**config.mk**
```make
export PLATFORM = sky130hd
export DESIGN_NAME = serial_byte_deserializer_flat
export DESIGN_NICKNAME = d
export VERILOG_FILES = /design/src/rtl/serial_pkg.sv /design/src/rtl/serial_byte_deserializer_if.sv /design/src/rtl/serial_bit_collector.sv /design/src/rtl/serial_byte_deserializer.sv /design/src/flat_wrapper.sv
export SDC_FILE = /design/constraint.sdc
export NUM_CORES = 1
export LEC_CHECK = 0
export CAP_MARGIN = 25
export CELL_PAD_IN_SITES_DETAIL_PLACEMENT = 0
export CELL_PAD_IN_SITES_GLOBAL_PLACEMENT = 1
export CORE_UTILIZATION = 34
export CTS_CLUSTER_DIAMETER = 50
export CTS_CLUSTER_SIZE = 24
export DETAILED_ROUTE_END_ITERATION = 6
export PLACE_DENSITY_LB_ADDON = 0.1
export SLEW_MARGIN = 20
export SYNTH_ARGS = -nofsm -noshare
export SYNTH_HDL_FRONTEND = slang
export SYNTH_SLANG_ARGS = --single-unit
```
**constraint.sdc**
```tcl
create_clock -name Clk_In -period 1.7 [get_ports Clk_In]
set_input_delay 0.51 -clock Clk_In [delete_from_list [all_inputs] [get_ports Clk_In]]
set_output_delay 0.51 -clock Clk_In [all_outputs]
set_load 0.005 [all_outputs]
```
**src/rtl/serial_pkg.sv**
```systemverilog
// Shared definitions for the serial deserializer slice: FSM encoding and default word width.
package serial_pkg;

    localparam int SERIAL_WORD_WIDTH = 8;

    typedef enum logic {
        ST_IDLE  = 1'b0,
        ST_SHIFT = 1'b1
    } serial_state_t;

endpackage

```
**src/rtl/serial_byte_deserializer_if.sv**
```systemverilog
// Serial bit stream in, word valid/ready handshake out.
interface serial_byte_deserializer_if
    import serial_pkg::*;
#(
    parameter int DATA_WIDTH = SERIAL_WORD_WIDTH
);

    logic                  Serial_Data_In;
    logic                  Serial_Valid_In;
    logic                  Frame_Start_In;
    logic                  Byte_Ready_In;
    logic [DATA_WIDTH-1:0] Byte_Data_Out;
    logic                  Byte_Valid_Out;

    modport master (
        output Serial_Data_In,
        output Serial_Valid_In,
        output Frame_Start_In,
        output Byte_Ready_In,
        input  Byte_Data_Out,
        input  Byte_Valid_Out
    );

    modport slave (
        input  Serial_Data_In,
        input  Serial_Valid_In,
        input  Frame_Start_In,
        input  Byte_Ready_In,
        output Byte_Data_Out,
        output Byte_Valid_Out
    );

endinterface

```
**src/rtl/serial_bit_collector.sv**
```systemverilog
// Shift register and bit counter; word/word_done present the completed word combinationally
// so the parent can register it on the same edge that samples the final bit.
module serial_bit_collector
    import serial_pkg::*;
#(
    parameter int DATA_WIDTH = SERIAL_WORD_WIDTH,
    parameter bit LSB_FIRST  = 1'b1
) (
    input  logic                          clk,
    input  logic                          rst,
    input  logic                          clear,
    input  logic                          capture,
    input  logic                          restart,
    input  logic                          bit_in,
    output logic [DATA_WIDTH-1:0]         word,
    output logic [$clog2(DATA_WIDTH)-1:0] count,
    output logic                          word_done
);

    localparam int CW = $clog2(DATA_WIDTH);
    localparam logic [CW-1:0] LAST = CW'(DATA_WIDTH - 1);

    logic [DATA_WIDTH-1:0] sreg;
    logic [DATA_WIDTH-1:0] sreg_next;

    always_comb begin
        sreg_next = sreg;
        if (LSB_FIRST) begin
            sreg_next = {bit_in, sreg[DATA_WIDTH-1:1]};
        end else begin
            sreg_next = {sreg[DATA_WIDTH-2:0], bit_in};
        end
    end

    // A restart bit is always bit 0, so it can never complete a word (DATA_WIDTH >= 2).
    assign word_done = capture & ~restart & (count == LAST);
    assign word      = sreg_next;

    always_ff @(posedge clk or posedge rst) begin
        if (rst) begin
            sreg  <= '0;
            count <= '0;
        end else if (clear) begin
            count <= '0;
        end else if (capture) begin
            sreg <= sreg_next;
            if (restart) begin
                count <= CW'(1);
            end else if (word_done) begin
                count <= '0;
            end else begin
                count <= count + CW'(1);
            end
        end
    end

endmodule

```
**src/rtl/serial_byte_deserializer.sv**
```systemverilog
// Collects serial bits into words and offers them on a one-entry valid/ready register with sticky overrun.
module serial_byte_deserializer
    import serial_pkg::*;
#(
    parameter int DATA_WIDTH = SERIAL_WORD_WIDTH,
    parameter bit LSB_FIRST  = 1'b1
) (
    input  logic                          Clk_In,
    input  logic                          Reset_In,
    input  logic                          Enable_In,
    input  logic                          Clear_Overrun_In,
    serial_byte_deserializer_if.slave     bus,
    output logic                          Overrun_Out,
    output logic [$clog2(DATA_WIDTH)-1:0] Bit_Count_Out
);

    serial_state_t         state;
    logic                  capture;
    logic                  word_done;
    logic                  accept;
    logic [DATA_WIDTH-1:0] word;

    // In IDLE only a framed bit is taken; in SHIFT every strobed bit is.
    assign capture = Enable_In & bus.Serial_Valid_In & ((state == ST_SHIFT) | bus.Frame_Start_In);
    assign accept  = bus.Byte_Valid_Out & bus.Byte_Ready_In;

    serial_bit_collector #(
        .DATA_WIDTH (DATA_WIDTH),
        .LSB_FIRST  (LSB_FIRST)
    ) u_collector (
        .clk       (Clk_In),
        .rst       (Reset_In),
        .clear     (~Enable_In),
        .capture   (capture),
        .restart   (bus.Frame_Start_In),
        .bit_in    (bus.Serial_Data_In),
        .word      (word),
        .count     (Bit_Count_Out),
        .word_done (word_done)
    );

    always_ff @(posedge Clk_In or posedge Reset_In) begin
        if (Reset_In) begin
            state <= ST_IDLE;
        end else if (!Enable_In) begin
            state <= ST_IDLE;
        end else if (state == ST_IDLE && bus.Serial_Valid_In && bus.Frame_Start_In) begin
            state <= ST_SHIFT;
        end
    end

    always_ff @(posedge Clk_In or posedge Reset_In) begin
        if (Reset_In) begin
            bus.Byte_Data_Out  <= '0;
            bus.Byte_Valid_Out <= 1'b0;
        end else if (word_done && (!bus.Byte_Valid_Out || accept)) begin
            bus.Byte_Data_Out  <= word;
            bus.Byte_Valid_Out <= 1'b1;
        end else if (accept) begin
            bus.Byte_Valid_Out <= 1'b0;
        end
    end

    // Set has priority over clear so a drop in the clearing cycle is not lost.
    always_ff @(posedge Clk_In or posedge Reset_In) begin
        if (Reset_In) begin
            Overrun_Out <= 1'b0;
        end else if (word_done && bus.Byte_Valid_Out && !accept) begin
            Overrun_Out <= 1'b1;
        end else if (Clear_Overrun_In) begin
            Overrun_Out <= 1'b0;
        end
    end

endmodule

```
**src/flat_wrapper.sv**
```systemverilog
// flat-port wrapper written by rule: the top's interface ports become plain ports
module serial_byte_deserializer_flat import serial_pkg::*;
#(
    parameter int DATA_WIDTH = SERIAL_WORD_WIDTH,
    parameter bit LSB_FIRST  = 1'b1
)
  (Clk_In, Reset_In, Enable_In, Clear_Overrun_In, Overrun_Out, Bit_Count_Out, bus_Serial_Data_In, bus_Serial_Valid_In, bus_Frame_Start_In, bus_Byte_Ready_In, bus_Byte_Data_Out, bus_Byte_Valid_Out);
  serial_byte_deserializer_if #(.DATA_WIDTH(DATA_WIDTH)) bus_i ();
  input  logic Clk_In;
  input  logic Reset_In;
  input  logic Enable_In;
  input  logic Clear_Overrun_In;
  output logic Overrun_Out;
  output logic [$clog2(DATA_WIDTH)-1:0] Bit_Count_Out;
  input wire logic [$bits(bus_i.Serial_Data_In)-1:0] bus_Serial_Data_In;
  input wire logic [$bits(bus_i.Serial_Valid_In)-1:0] bus_Serial_Valid_In;
  input wire logic [$bits(bus_i.Frame_Start_In)-1:0] bus_Frame_Start_In;
  input wire logic [$bits(bus_i.Byte_Ready_In)-1:0] bus_Byte_Ready_In;
  output wire logic [$bits(bus_i.Byte_Data_Out)-1:0] bus_Byte_Data_Out;
  output wire logic [$bits(bus_i.Byte_Valid_Out)-1:0] bus_Byte_Valid_Out;
  assign bus_i.Serial_Data_In = bus_Serial_Data_In;
  assign bus_i.Serial_Valid_In = bus_Serial_Valid_In;
  assign bus_i.Frame_Start_In = bus_Frame_Start_In;
  assign bus_i.Byte_Ready_In = bus_Byte_Ready_In;
  assign bus_Byte_Data_Out = bus_i.Byte_Data_Out;
  assign bus_Byte_Valid_Out = bus_i.Byte_Valid_Out;
  serial_byte_deserializer #(.DATA_WIDTH(DATA_WIDTH), .LSB_FIRST(LSB_FIRST)) u_core (.Clk_In(Clk_In), .Reset_In(Reset_In), .Enable_In(Enable_In), .Clear_Overrun_In(Clear_Overrun_In), .bus(bus_i), .Overrun_Out(Overrun_Out), .Bit_Count_Out(Bit_Count_Out));
endmodule
```
# Word-level counts from Yosys, hierarchy flattened
# Cells that the tools add are included.
# word_totals
register_bits,22
# classes
n_addsub,1
bitwise_logic,8
mux,10
n_reduce_logical,11
n_eq_ne,3
# op_table
cell,count
$mux W3,4
$mux W1,6
$and A1 B1 Y1,5
$logic_and A1 B1 Y1,5
$ne A2 B1 Y1 const B,2
$reduce_bool A2 Y1,2
$add A3 B1 Y3 const B,1
$eq A3 B3 Y1 const B,1
$logic_not A1 Y1,2
$not A1 Y1,2
$reduce_and A2 Y1,1
$logic_or A1 B1 Y1,1
$or A1 B1 Y1,1

# Depth between registers and ports, before layout
# logic_depth
ltp_word,8
ltp_mapped,6
depth_no_buf,5

# Cells and area by module
# From an unflattened synthesis, not the netlist that was laid out.
# unflattened
hier_cells,63
hier_area_um2,953.4
# modules_own_cells
mod,cells_each,area_per_inst_um2,instances
serial_bit_collector,33,489.2,1
serial_byte_deserializer,30,464.2,1

# Worst setup path before layout
# No wires, ideal clock.
# synth_timing
kind,reg-to-reg
start,register u_core.u_collector.count[0]
end,register u_core.bus.Byte_Data_Out[0]
required_ps,1575
setup_time_ps,125
slack_ps,70
period_less_slack_ps,1630
n_path_buf,1
t_arrival_ps,1505
stages_incl_launch_ff,7
path_cell_list,dfrtp_1 > ha_1 > ha_1 > nor2b_1 > and3_1 > buf_6 > mux2_4
# synth_via
elab_chain_len,3
# synth_lines
element,line,source
start: declaration,serial_bit_collector.sv:16,"output logic [$clog2(DATA_WIDTH)-1:0] count,"
start signal: assignment,serial_bit_collector.sv:52,count <= count + CW'(1);
$eq A3 B3 Y1,serial_bit_collector.sv:36,assign word_done = capture & ~restart & (count == LAST);
$and A1 B1 Y1,serial_bit_collector.sv:36,
$logic_and A1 B1 Y1,serial_byte_deserializer.sv:56,end else if (word_done && (!bus.Byte_Valid_Out || accept)) begin
end signal: assignment,serial_byte_deserializer.sv:57,bus.Byte_Data_Out <= word;
end: declaration,serial_byte_deserializer_if.sv:29,"output Byte_Data_Out,"
# Every way passes these cells.
# A chain may end at the register's enable or synchronous reset.

# Worst setup path in the final report
# layout_timing
start,register u_core.u_collector.count[1]
end,register u_core.bus.Byte_Data_Out[7]
# The elaborated chain is that of the path after synthesis.

==> out/results.txt <==
status: finished, final reports clean
post-route clock period utilization: 96.0%
Vias/cell: 4.61
CP max FO: 8
vias in the first global route: 577
count of buffering cells on the critical path with inverters included: 1
number of inserted filler cells in the final layout: 240
clk_lat worst skew: 300 ps
total clock buffers created by CTS: 3
RSZ-0062 raised after global routing: no
Synthesis Warnings: 0
count of endpoints failing setup in the final report: 0
number of antenna violations at the first check in global routing: 0
final routed wire length divided by cell count: 11.6 um
Finished Layout Cells: 132
Design Power: 991 uW
GRT Residual Overflow: 0
width of the chip: 53.3 um
Area growth syn-to-layout: 44.1%
kind of end point of the critical path: flip-flop
Total Wirelength: 1530 um
placement-stage worst setup slack: -220 ps
full die area: 2840 sq um
Hold Violations, Final: 0
Setup Crit Path Kind: flip-flop to flip-flop
Highest Clock Rate: 613 MHz
max-capacitance violation count: 0
count of TritonRoute iterations in the first routing pass: 2
routability cong.: 0.747
minimum setup slack in the final design: 67.6 ps
number of different library cells in the post-synthesis netlist: 19
total power density per cell area: 769 nW/um^2
arrival time of data at the critical path endpoint: 1830 ps
fraction of final layout cells sized beyond drive strength 1: 32.4%
final HPWL from detailed placement: 1140 um
TritonCTS clock tree: yes
Clock Skew: 5.70 ps
mean instance size in the synthesized netlist: 14.2 sq um
count of antenna diodes in the layout: 0
overall via count from detail_route: 609
reported leakage power: 0.708 nW
Worst path top cell family by delay: flip-flops
number of input and output port buffers inserted: 20
number of remaining DRC errors: 0
post-route cell area: 1290 sq um
I/O pins: 21
number of H-tree levels: 1
clock net sink count: 21
Initial Util: 36.1%
class of the tightest hold or removal check: flip-flop to flip-flop
height of the chip: 53.3 um
total global-route track usage: 12.9%
Worst Setup Start Kind: flip-flop
global-route wire length before repair: 2540 um
slew margin rel.: 81.7%
post-synthesis cell area: 895 sq um
flip-flop and latch count after synthesis: 21
Initial DRC Count: 6
number of cells after detailed placement: 124
master of the slowest instance on the critical path: sky130_fd_sc_hd__dfrtp_1
worst hold-check slack: 507 ps
net total in the final layout: 113
Reg clk slew, reported paths: 120 ps
core box area: 2480 sq um
required time at the endpoint of the critical path: 1900 ps
max-slew violation count: 0
maximum buffer depth of the clock tree: 2
Synthesized Nets: 73
instance area after placement: 1220 sq um
maximum resistive drop on vdd: 0.000398 V
Critical Path, Cell by Cell: ha_2 > ha_1 > nor2b_2 > and3_4 > buf_12 > mux2_4
gate count after technology mapping: 63
remaining antenna violation count after routing: 0
root buffer selected by CTS: sky130_fd_sc_hd__clkbuf_4
Placement Rows: 18
Min Clock Period, post-route: 1630 ps
delay contributed by the slowest stage of the critical path: 410 ps
part of the Yosys area used for sequential elements: 58.7%
maximum number of pins on one net before global-route repair: 22
Slew @ Worst Pin: 275 ps
[metrics by stage]
| stage | TNS (ps) | utilization, % |
|---|---|---|
| 6_report | 0 | 52.0 |
| 5_1_grt | 0 | 52.0 |
| 3_5_place_dp | -3400 | 49.4 |
| 2_1_floorplan | 0 | - |
| 3_3_place_gp | -3250 | 49.4 |
| 4_1_cts | 0 | 51.0 |
[logic make-up (layout without fill, tap and decap cells)]
family	after synthesis	count (layout)	share of synthesized area, %
buffers and inverters	4	43	2.94
adders and majority gates	2	2	2.80
DFF	21	21	58.7
muxes	15	15	22.2
and+or+nand+nor	15	15	8.67
AOI/OAI and AO/OA	6	6	4.62
[power by group]
group          switching (mW)  leakage [nW]  internal (mW)  total (mW)
registers              0.0461         0.279          0.573       0.619
logic                  0.0466         0.415         0.0802       0.127
clock network           0.155        0.0139         0.0894       0.244
total                   0.248         0.708          0.743       0.991
[sequential cells by signal (all words and copies together), names as in the netlist]
name and count:
u_core.u_collector.count 3, u_core.bus.Byte_Valid_Out 1, u_core.u_collector.sreg 7, u_core.state 1
u_core.Overrun_Out 1, u_core.bus.Byte_Data_Out 8
[cell type report]
cell class / count / area [sq um] / share of cell area (%)
sequential: 21 / 526 / 40.8
multi-input combinational: 38 / 353 / 27.4
timing repair buffer: 37 / 335 / 26.0
tap: 30 / 37.5 / 2.91
clock buffer: 3 / 22.5 / 1.75
clock inverter: 1 / 7.51 / 0.583
inverter: 2 / 7.51 / 0.583
[synthesized netlist by cell type]
library cell | n | share of area [%]
sky130_fd_sc_hd__a21oi_1 | 1 | 0.56
sky130_fd_sc_hd__and3_1 | 2 | 1.4
sky130_fd_sc_hd__buf_4 | 1 | 0.84
sky130_fd_sc_hd__buf_6 | 1 | 1.3
sky130_fd_sc_hd__dfrtp_1 | 21 | 59
sky130_fd_sc_hd__ha_1 | 2 | 2.8
sky130_fd_sc_hd__inv_1 | 2 | 0.84
sky130_fd_sc_hd__mux2_1 | 7 | 8.8
sky130_fd_sc_hd__mux2_4 | 8 | 13
sky130_fd_sc_hd__nand2_1 | 3 | 1.3
sky130_fd_sc_hd__nand2b_1 | 2 | 1.4
sky130_fd_sc_hd__nand3_1 | 3 | 1.7
sky130_fd_sc_hd__nand4_1 | 1 | 0.70
sky130_fd_sc_hd__nor2_1 | 2 | 0.84
sky130_fd_sc_hd__nor2b_1 | 2 | 1.4
sky130_fd_sc_hd__o211ai_2 | 1 | 1.4
sky130_fd_sc_hd__o21ai_1 | 2 | 1.1
sky130_fd_sc_hd__o21bai_1 | 1 | 0.84
sky130_fd_sc_hd__o22ai_1 | 1 | 0.70
[timing repair]
item,in CTS,in global routing
buffers inserted,3,1
pin swaps,0,0
hold buffers,0,0
endpoints found under the setup margin,11,11
gates resized for setup,10,6
[layout by cell type (no fill, tap or decap)]
master | netlist | routed
sky130_fd_sc_hd__dlymetal6s2s_1 | 0 | 3
sky130_fd_sc_hd__a21oi_1 | 1 | 1
sky130_fd_sc_hd__buf_4 | 1 | 16
sky130_fd_sc_hd__nand3_1 | 3 | 3
sky130_fd_sc_hd__buf_12 | 0 | 1
sky130_fd_sc_hd__clkdlybuf4s50_1 | 0 | 7
sky130_fd_sc_hd__nor2_1 | 2 | 2
sky130_fd_sc_hd__o21ai_1 | 2 | 2
sky130_fd_sc_hd__o21bai_1 | 1 | 1
sky130_fd_sc_hd__clkbuf_4 | 0 | 3
sky130_fd_sc_hd__and3_4 | 0 | 1
sky130_fd_sc_hd__and3_1 | 2 | 1
sky130_fd_sc_hd__dlygate4sd2_1 | 0 | 10
sky130_fd_sc_hd__nor2b_2 | 0 | 1
sky130_fd_sc_hd__o22ai_1 | 1 | 1
sky130_fd_sc_hd__mux2_4 | 8 | 8
sky130_fd_sc_hd__nand4_1 | 1 | 1
sky130_fd_sc_hd__mux2_1 | 7 | 7
sky130_fd_sc_hd__nor2b_1 | 2 | 1
sky130_fd_sc_hd__nand2b_1 | 2 | 2
sky130_fd_sc_hd__inv_1 | 2 | 2
sky130_fd_sc_hd__dfrtp_1 | 21 | 21
sky130_fd_sc_hd__ha_2 | 0 | 1
sky130_fd_sc_hd__clkinvlp_4 | 0 | 1
sky130_fd_sc_hd__ha_1 | 2 | 1
sky130_fd_sc_hd__nand2_1 | 3 | 3
sky130_fd_sc_hd__o211ai_2 | 1 | 1
[path summary, 6_finish.rpt]
check	from	to	slack, ps	depth (start not counted)
worst max-delay path	u_core.u_collector.count[1]$_DFFE_PP0P_	u_core.bus.Byte_Data_Out[7]$_DFFE_PP0P_	70	6
worst min-delay path	u_core.u_collector.sreg[1]$_DFFE_PP0P_	u_core.u_collector.sreg[1]$_DFFE_PP0P_	510	1
worst max register to register	u_core.u_collector.count[1]$_DFFE_PP0P_	u_core.bus.Byte_Data_Out[7]$_DFFE_PP0P_	70	6
worst min register to register	u_core.u_collector.sreg[1]$_DFFE_PP0P_	u_core.u_collector.sreg[1]$_DFFE_PP0P_	510	1
max in group asynchronous	Reset_In	u_core.Overrun_Out$_DFFE_PP0P_	960	3
min in group asynchronous	Reset_In	u_core.u_collector.sreg[6]$_DFFE_PP0P_	520	3
[layer usage]
| metal | global-route usage [%] | up-vias | part of all wire, % |
|---|---|---|---|
| li1 | - | 303 | - |
| met1 | 17.8 | 292 | 50 |
| met2 | 18.5 | 12 | 45 |
| met3 | 4.31 | 2 | 4.6 |
| met4 | 3.95 | 0 | 0.65 |
| met5 | 0 | - | 0 |
Power figures use the tool's default switching activity.
